==> src/rtl/uart_tx_arbiter.sv <==
// Round-robin, frame-granular sharing of one UART TX byte path; every frame gets a {HDR_TAG, id} header.
// Optional payload stall timeout is compiled in when UART_ARB_TIMEOUT_EN is defined.
module uart_tx_arbiter #(
    parameter int         NUM_REQ        = 4,
    parameter int         MAX_LEN        = 64,
    parameter int         TIMEOUT_CYCLES = 1000,
    parameter logic [3:0] HDR_TAG        = 4'hA
) (
    input  logic                 clk_100mhz,
    input  logic                 sys_rst_n,
    input  logic [NUM_REQ-1:0]   req_valid,
    input  logic [8*NUM_REQ-1:0] req_data,
    input  logic [NUM_REQ-1:0]   req_last,
    output logic [NUM_REQ-1:0]   req_ready,
    output logic                 tx_valid,
    output logic [7:0]           tx_data,
    input  logic                 tx_ready,
    output logic [3:0]           grant_id,
    output logic                 busy,
    output logic                 timeout_pulse,
    output logic [1:0]           fsm_state
);
    // Handshakes: a byte moves on a rising edge where valid && ready; once tx_valid is
    // raised it stays up with tx_data frozen until tx_ready, except across reset.
    localparam int CW = $clog2(MAX_LEN + 1);
    localparam logic [1:0] ST_IDLE    = 2'd0;
    localparam logic [1:0] ST_HEADER  = 2'd1;
    localparam logic [1:0] ST_PAYLOAD = 2'd2;

    logic [1:0]    state;
    logic          picked;
    logic [3:0]    grant;
    logic [3:0]    last_grant;
    logic [CW-1:0] byte_cnt;
    logic [4:0]    scan_idx;
    logic [3:0]    pick_id;
    logic          pick_found;
    logic          g_valid;
    logic          g_last;
    logic [7:0]    g_data;
    logic          hs;
    logic          payload_end;
    logic          stall_expire;

    // Scan starts one past the previous winner so simultaneous requesters rotate.
    always_comb begin
        scan_idx   = 5'd0;
        pick_id    = 4'd0;
        pick_found = 1'b0;
        for (int i = 1; i <= NUM_REQ; i++) begin
            scan_idx = {1'b0, last_grant} + 5'(i);
            if (scan_idx >= 5'(NUM_REQ)) scan_idx = scan_idx - 5'(NUM_REQ);
            for (int j = 0; j < NUM_REQ; j++) begin
                if (!pick_found && req_valid[j] && (scan_idx == 5'(j))) begin
                    pick_found = 1'b1;
                    pick_id    = 4'(j);
                end
            end
        end
    end

    always_comb begin
        g_valid   = 1'b0;
        g_last    = 1'b0;
        g_data    = 8'h00;
        req_ready = '0;
        for (int j = 0; j < NUM_REQ; j++) begin
            if (grant == 4'(j)) begin
                g_valid      = req_valid[j];
                g_last       = req_last[j];
                g_data       = req_data[8*j +: 8];
                req_ready[j] = (state == ST_PAYLOAD) && tx_ready;
            end
        end
    end

    always_comb begin
        tx_valid = 1'b0;
        tx_data  = 8'h00;
        case (state)
            ST_HEADER: begin
                tx_valid = 1'b1;
                tx_data  = {HDR_TAG, grant};
            end
            ST_PAYLOAD: begin
                tx_valid = g_valid;
                tx_data  = g_data;
            end
            default: ;
        endcase
    end

    assign hs          = tx_valid && tx_ready;
    assign payload_end = (state == ST_PAYLOAD) && hs &&
                         (g_last || (byte_cnt == CW'(MAX_LEN - 1)));

`ifdef UART_ARB_TIMEOUT_EN
    localparam int SW = (TIMEOUT_CYCLES > 1) ? $clog2(TIMEOUT_CYCLES) : 1;
    logic [SW-1:0] stall_cnt;

    // tx_valid is already low when this fires, so aborting loses no byte.
    assign stall_expire = (state == ST_PAYLOAD) && !g_valid &&
                          (stall_cnt == SW'(TIMEOUT_CYCLES - 1));

    always_ff @(posedge clk_100mhz or negedge sys_rst_n) begin
        if (!sys_rst_n) begin
            stall_cnt     <= '0;
            timeout_pulse <= 1'b0;
        end else begin
            timeout_pulse <= stall_expire;
            if ((state != ST_PAYLOAD) || g_valid || stall_expire) stall_cnt <= '0;
            else                                                   stall_cnt <= stall_cnt + SW'(1);
        end
    end
`else
    assign stall_expire  = 1'b0;
    // TIMEOUT_CYCLES is a positive count, so this is a constant low strobe.
    assign timeout_pulse = (TIMEOUT_CYCLES < 0);
`endif

    always_ff @(posedge clk_100mhz or negedge sys_rst_n) begin
        if (!sys_rst_n) begin
            state      <= ST_IDLE;
            picked     <= 1'b0;
            grant      <= 4'd0;
            last_grant <= 4'(NUM_REQ - 1);
            byte_cnt   <= '0;
        end else begin
            case (state)
                ST_IDLE: begin
                    // First cycle registers the winner, second cycle opens the header.
                    if (picked) begin
                        state  <= ST_HEADER;
                        picked <= 1'b0;
                    end else if (pick_found) begin
                        grant  <= pick_id;
                        picked <= 1'b1;
                    end
                end
                ST_HEADER: begin
                    if (hs) begin
                        state    <= ST_PAYLOAD;
                        byte_cnt <= '0;
                    end
                end
                ST_PAYLOAD: begin
                    if (payload_end || stall_expire) begin
                        state      <= ST_IDLE;
                        last_grant <= grant;
                        byte_cnt   <= '0;
                    end else if (hs) begin
                        byte_cnt <= byte_cnt + CW'(1);
                    end
                end
                default: state <= ST_IDLE;
            endcase
        end
    end

    assign grant_id  = grant;
    assign busy      = (state == ST_HEADER) || (state == ST_PAYLOAD);
    assign fsm_state = state;

endmodule

==> config.mk <==
export PLATFORM = sky130hd
export DESIGN_NAME = uart_tx_arbiter
export DESIGN_NICKNAME = d
export VERILOG_FILES = /design/src/rtl/uart_tx_arbiter.sv
export SDC_FILE = /design/constraint.sdc
export NUM_CORES = 1
export LEC_CHECK = 0
export CAP_MARGIN = 20
export CORE_UTILIZATION = 40
export DETAILED_ROUTE_END_ITERATION = 10
export GPL_ROUTABILITY_DRIVEN = 0
export PLACE_DENSITY = 0.8
export SLEW_MARGIN = 20
export SYNTH_ARGS = -nofsm -noshare
export SYNTH_HDL_FRONTEND = slang
export SYNTH_SLANG_ARGS = --single-unit
==> constraint.sdc <==
create_clock -name clk_100mhz -period 2.3 [get_ports clk_100mhz]
set_input_delay 0.46 -clock clk_100mhz [delete_from_list [all_inputs] [get_ports clk_100mhz]]
set_output_delay 0.46 -clock clk_100mhz [all_outputs]
set_load 0.02 [all_outputs]
==> flow_metrics.env, run 1 <==
export IMPL_hold_path_end="byte_cnt[0]"
export IMPL_startpoint_type="register"
export IMPL_grt_max_degree=15
export IMPL_grt_ovfl_total=0
export IMPL_use_met3_pct=4.91
export IMPL_vias=1339
export IMPL_grt_usage_pct=22.8
export IMPL_setup_viol=2
export IMPL_holdBufCountCts=0
export IMPL_hold_depth=1
export IMPL_die_x_um=58.0
export IMPL_fillers=226
export IMPL_firstDrtPassIters=9
export IMPL_top_usage_layer="met2"
export IMPL_setup_ws_ns=-0.0119
export IMPL_dieArea_sq_mm=0.00337
export IMPL_grt_first_pass_wirelength_um=5750
export IMPL_synth_distinct_cells=43
export IMPL_hold_violations=0
export IMPL_hold_class="register to register"
export IMPL_cap_violations=0
export IMPL_clock_skew_ns=0.00561
export IMPL_clock_root_buffer="clkbuf_4"
export IMPL_worstMarginPinSlew_ns=0.618
export IMPL_r2r_end="last_grant[1]"
export IMPL_cts_max_level=1
export IMPL_rsz0062_at_grt="true"
export IMPL_cp_arrival_ns=1.85
export IMPL_synth_top_area_share_pct=23.9
export IMPL_cp_required_ns=1.84
export IMPL_cts_tree="yes"
export IMPL_crit_type="register to output port"
export IMPL_drive_above_1_share_pct=25.0
export IMPL_fmax_ghz=0.433
export IMPL_ant_nets=0
export IMPL_cts_buffer_depth=2
export IMPL_slew_violations=0
export IMPL_clkTransAtPathRegs_ns=0.09
export IMPL_reg2reg_depth=7
export IMPL_routedWlPerCell_um=14.2
export IMPL_syn_avg_cell_area_sq_um=9.74
export IMPL_power_density_mw_per_mm2=958
export IMPL_ir_worst_vdd_v=0.000492
export IMPL_critPathMaxFanout=4
export IMPL_fin_util_pct=71.1
export IMPL_clock_latency_ns=0.28
export IMPL_nNetsFinal=258
export IMPL_netlist_area_sq_mm=0.00126
export IMPL_grt_use_met1_pct=24.4
export IMPL_min_period_over_period_pct=101
export IMPL_totalPowerFinal_uw=1960
export IMPL_cp_end_kind="output port"
export IMPL_r2r_start="grant_id[0]"
export IMPL_synth_area_leader_cell="dfrtp_1"
export IMPL_grt_util_met2_pct=42.9
export IMPL_start_util_pct=43.7
export IMPL_antenna_found_initial=0
export IMPL_violations="DRC, setup timing"
export IMPL_cts_sinks=14
export IMPL_finalCriticalPeriod_ns=2.31
export IMPL_core_rowCount=19
export IMPL_area_delta_synth_final_pct=62.7
export IMPL_drc=2
export IMPL_routed_via_density=5.36
export IMPL_p_leak_uw=0.000929
export IMPL_grt_pass1_vias=1388
export IMPL_ys_seq_area_share_pct=28.1
export IMPL_r2r_slack_ns=0.21
export IMPL_syn_inst=129
export IMPL_port_buffers=60
export IMPL_synth_area_top_cells="dfrtp_1 24%, mux4_1 13%, ha_1 6.0%"
export IMPL_synth_edf_count=0
export IMPL_die_h_um=58.0
export IMPL_antenna_cells=0
export IMPL_yosysWarnings=0
export IMPL_max_slew_margin_rel_pct=58.7
export IMPL_hold_path_startpoint="byte_cnt[0]"
export IMPL_io_pins=64
export IMPL_wl_um=3560
export IMPL_async_flop_share_pct=100
export IMPL_dpl_hpwl_um=2870
export IMPL_core_area_sq_mm=0.00288
export IMPL_status="complete, but fails checks"
export IMPL_ys_seq_elements=14
export IMPL_drt_iter0_markers=37
export IMPL_synth_main_ff_cell="dfrtp_1"
export IMPL_post_place_ws_ns=-0.372
export IMPL_numCtsBuffers=3
routing by layer:
metal / routed length [um] / up-vias
li1: - / 634
met1: 1410 / 624
met2: 1760 / 69
met3: 292 / 12
met4: 96 / 0
met5: 0 / -
timing repair:
action / CTS / global route
setup buffers: 3 / 0
endpoints found under the hold margin: 0 / 0
gates resized for setup: 37 / 12
setup endpoints to repair: 14 / 11
pin swaps: 1 / 1
synth_stat cells, drive strengths merged (2+ instances only):
cell type  count
inv            7
buf            7
a31oi          2
and3           5
ha             6
clkbuf         2
dfrtp         12
or2            3
a21oi          9
nand2         12
o21ai          6
nor2           7
a2bb2oi        2
a22o           3
o21bai         2
dfstp          2
nor2b          7
mux2i          4
o31ai          3
mux4           8
nand3          2
mux2           2
nand2b         2
nor3           3
layout by cell type, fill, tap and decap left out, types with 3 or more instances in the layout:
cell	n
nor3_1	3
conb_1	3
dfrtp_1	11
mux4_1	6
nor2b_1	7
mux2i_1	4
inv_1	7
a22o_1	3
o21ai_0	4
a21oi_1	8
clkdlybuf4s50_1	46
nor2_1	7
clkbuf_4	3
buf_4	21
and3_1	5
ha_1	6
clkbuf_2	5
buf_2	3
nand2_1	11
state kept, by name, indices dropped and copies added, names as in the netlist:
signal	cells
byte_cnt	7
fsm_state	2
last_grant	2
grant_id	2
picked	1
critical path: stages (launching register included):
cell	delay [ns]
dfrtp_2	0.44
buf_6	0.14
buf_4	0.12
buf_4	0.12
mux2i_1	0.15
a221oi_2	0.26
a21oi_1	0.06
nor2b_1	0.13
buf_4	0.15
logic make-up (layout without fill, tap and decap cells):
kind of cell | Yosys count | after routing | synth area share, %
fa+ha+maj | 6 | 6 | 5.98
other cells | 1 | 3 | 0.299
compound gates | 34 | 34 | 19.6
flops | 14 | 14 | 28.1
mux | 14 | 14 | 21.1
buf+inv | 16 | 93 | 6.77
simple gates | 44 | 44 | 18.1
where the power goes:
part | switching [uW] | leakage (uW) | internal [uW] | total (uW)
logic | 690 | 0.000732 | 707 | 1400
clock network | 85.7 | 0.0000210 | 96.4 | 182
registers | 62.0 | 0.000176 | 318 | 380
through the flow:
step | TNS [ns] | hold WS [ns] | area, sq um | instances
final | -0.0178 | 0.527 | 2040 | 250
after detailed placement | -2.47 | 0.495 | 2000 | 243
after CTS | -0.0557 | 0.515 | 2070 | 250
after global routing | -0.113 | 0.550 | 2040 | 250
after floorplan | 0 | 0.164 | 1260 | 131
after global placement | -2.36 | 0.470 | 2000 | 243
cell type report:
class / count / area, sq um / area share [%]
repair buffers: 82 / 739 / 36.2
multi-input cells: 101 / 836 / 40.9
clock buffers: 4 / 36.3 / 1.77
inverters: 7 / 26.3 / 1.29
well taps: 42 / 52.6 / 2.57
flip-flops and latches: 14 / 354 / 17.3
worst max path at each step:
stage / slack [ns] / startpoint / cells past startpoint / end
floorplan: 0.11 / grant_id[0] / 6 / tx_data[0]
global placement: -0.31 / req_valid[3] / 5 / tx_valid
detailed placement: -0.37 / req_valid[0] / 5 / tx_valid
CTS: -0.03 / grant_id[0] / 8 / tx_data[0]
global route: -0.08 / grant_id[0] / 8 / tx_data[0]
finish: -0.01 / grant_id[0] / 8 / tx_data[0]
No activity file was read; power rests on OpenSTA's default activity.
==> run 2, diff against run 1 <==
--- a/config.mk
+++ b/config.mk
@@ -9,7 +9,7 @@
 export CORE_UTILIZATION = 40
 export DETAILED_ROUTE_END_ITERATION = 10
 export GPL_ROUTABILITY_DRIVEN = 0
-export PLACE_DENSITY = 0.8
+export PLACE_DENSITY = 0.85
 export SLEW_MARGIN = 20
 export SYNTH_ARGS = -nofsm -noshare
 export SYNTH_HDL_FRONTEND = slang
==> flow_metrics.env, run 2 (synthesis gave the netlist of run 1 again) <==
export IMPL_clock_root_buffer="clkbuf_4"
export IMPL_firstDrtPassIters=8
export IMPL_hold_path_end="byte_cnt[6]"
export IMPL_max_slew_margin_rel_pct=57.8
export IMPL_top_register="byte_cnt"
export IMPL_core_area_sq_mm=0.00288
export IMPL_port_buffers=60
export IMPL_layout_commonest_cell="clkdlybuf4s50_1"
export IMPL_cp_top_family="buffers and inverters"
export IMPL_violations="DRC"
export IMPL_grt_first_pass_wirelength_um=6080
export IMPL_drc=1
export IMPL_min_period_over_period_pct=97.9
export IMPL_cts_buffer_depth=2
export IMPL_antenna_found_initial=0
export IMPL_wl_um=3950
export IMPL_io_pins=64
export IMPL_drt_iter0_markers=57
export IMPL_core_rowCount=19
export IMPL_finalCriticalPeriod_ns=2.25
export IMPL_start_util_pct=43.7
export IMPL_crit_start="req_valid[0]"
export IMPL_rsz0062_at_grt="false"
export IMPL_largest_reg_flops=7
export IMPL_cts_sinks=14
export IMPL_dpl_hpwl_um=3000
export IMPL_critPathMaxFanout=2
export IMPL_totalPowerFinal_uw=1990
export IMPL_ant_nets=0
export IMPL_ir_worst_vdd_v=0.000682
export IMPL_r2r_slack_ns=0.19
export IMPL_antenna_cells=0
export IMPL_cp_arrival_ns=1.79
export IMPL_crit_type="input pin to output port"
export IMPL_critPathBufInv=2
export IMPL_hold_depth=1
export IMPL_r2r_start="grant_id[0]"
export IMPL_fmax_ghz=0.444
export IMPL_startpoint_type="input pin"
export IMPL_hold_violations=0
export IMPL_numCtsBuffers=3
export IMPL_grt_usage_pct=23.7
export IMPL_dieArea_sq_mm=0.00337
export IMPL_cts_tree="yes"
export IMPL_clock_latency_ns=0.28
export IMPL_die_x_um=58.0
export IMPL_r2r_end="fsm_state[1]"
export IMPL_layout_common_cells="44 x clkdlybuf4s50_1, 20 x buf_4, 11 x nand2_1, 11 x dfrtp_1"
export IMPL_cts_max_level=1
export IMPL_fillers=222
export IMPL_slew_violations=0
export IMPL_reg2reg_depth=6
export IMPL_nNetsFinal=257
export IMPL_grt_pass1_vias=1368
export IMPL_vias=1366
export IMPL_status="complete, but fails checks"
export IMPL_crit_slowest_cell="mux4_2"
export IMPL_routedWlPerCell_um=15.9
export IMPL_path_cells="clkdlybuf4s50_1 -> mux4_2 -> a21oi_2 -> nor2b_2 -> buf_4"
export IMPL_setup_viol=0
export IMPL_routed_via_density=5.49
export IMPL_grt_ovfl_total=0
export IMPL_dr_max_layer_used="met4"
export IMPL_worstMarginPinSlew_ns=0.625
export IMPL_max_stage_delay_ns=0.49
export IMPL_drive_above_1_share_pct=27.5
export IMPL_wl_met1_um=1470
export IMPL_hold_path_startpoint="byte_cnt[6]"
export IMPL_p_leak_uw=0.000940
export IMPL_cp_end_kind="output port"
export IMPL_grt_max_degree=18
export IMPL_die_h_um=58.0
export IMPL_cp_required_ns=1.84
export IMPL_area_delta_synth_final_pct=63.8
export IMPL_cap_violations=0
export IMPL_clock_skew_ns=0.0104
export IMPL_wl_met3_um=175
export IMPL_hold_class="register to register"
export IMPL_clkTransAtPathRegs_ns=0.09
export IMPL_wl_met2_um=2190
export IMPL_whs_ns=0.503
export IMPL_power_density_mw_per_mm2=965
==> run 2: changes by cell type in the layout (fill, tap and decap cells not counted), moves of 2 or more <==
cell	previous run	this run
buf_2	3	7
inv_1	7	5
inv_2	0	2
dlymetal6s2s_1	0	2
ha_1	6	3
clkdlybuf4s50_1	46	44
clkbuf_2	5	1
ha_2	0	3
==> run 2: stage by stage <==
stage | setup slack [ns] | area, sq um | cells | setup TNS, ns | utilization, %
2_1_floorplan | 0.111 | 1260 | 131 | 0 | -
3_3_place_gp | -0.302 | 1980 | 237 | -2.04 | 68.9
3_5_place_dp | -0.376 | 1980 | 237 | -2.39 | 68.9
4_1_cts | -0.00252 | 2040 | 245 | -0.00252 | 70.8
5_1_grt | 0.00155 | 2060 | 249 | 0 | 71.6
6_report | 0.0478 | 2060 | 249 | 0 | 71.6
==> run 2: final cells by class <==
| class | count | area, sq um | area share [%] |
|---|---|---|---|
| clock buffer | 4 | 26.3 | 1.28 |
| multi-input combinational | 101 | 840 | 40.8 |
| inverter | 7 | 26.3 | 1.28 |
| sequential | 14 | 354 | 17.2 |
| timing repair buffer | 81 | 759 | 36.9 |
| tap | 42 | 52.6 | 2.55 |
==> run 2: timing repair <==
item                       4_1_cts  5_1_grt
gates cloned                     0        1
setup endpoints to repair       14       12
hold buffers                     0        0
gates resized for setup         41       21
pin swaps                        1        3
buffers inserted                 4        3
==> run 2: worst max path at each step <==
stage / to / slack [ns] / cells past startpoint
6_report: tx_valid / 0.05 / 5
5_1_grt: req_ready[2] / 0.002 / 6
3_3_place_gp: tx_valid / -0.30 / 5
2_1_floorplan: tx_data[0] / 0.11 / 6
3_5_place_dp: tx_valid / -0.38 / 5
4_1_cts: req_ready[1] / -0.003 / 6
==> run 2: metal layers <==
layer	vias to the layer above	global-route usage [%]
met4	0	8.16
met5	-	0
met2	48	44.8
met1	672	25.0
li1	634	-
met3	12	6.70
==> run 2: where the power goes <==
part	total [uW]	internal [uW]	switching (uW)
Sequential	381	319	62.1
Clock	145	67.3	77.3
Combinational	1460	741	719
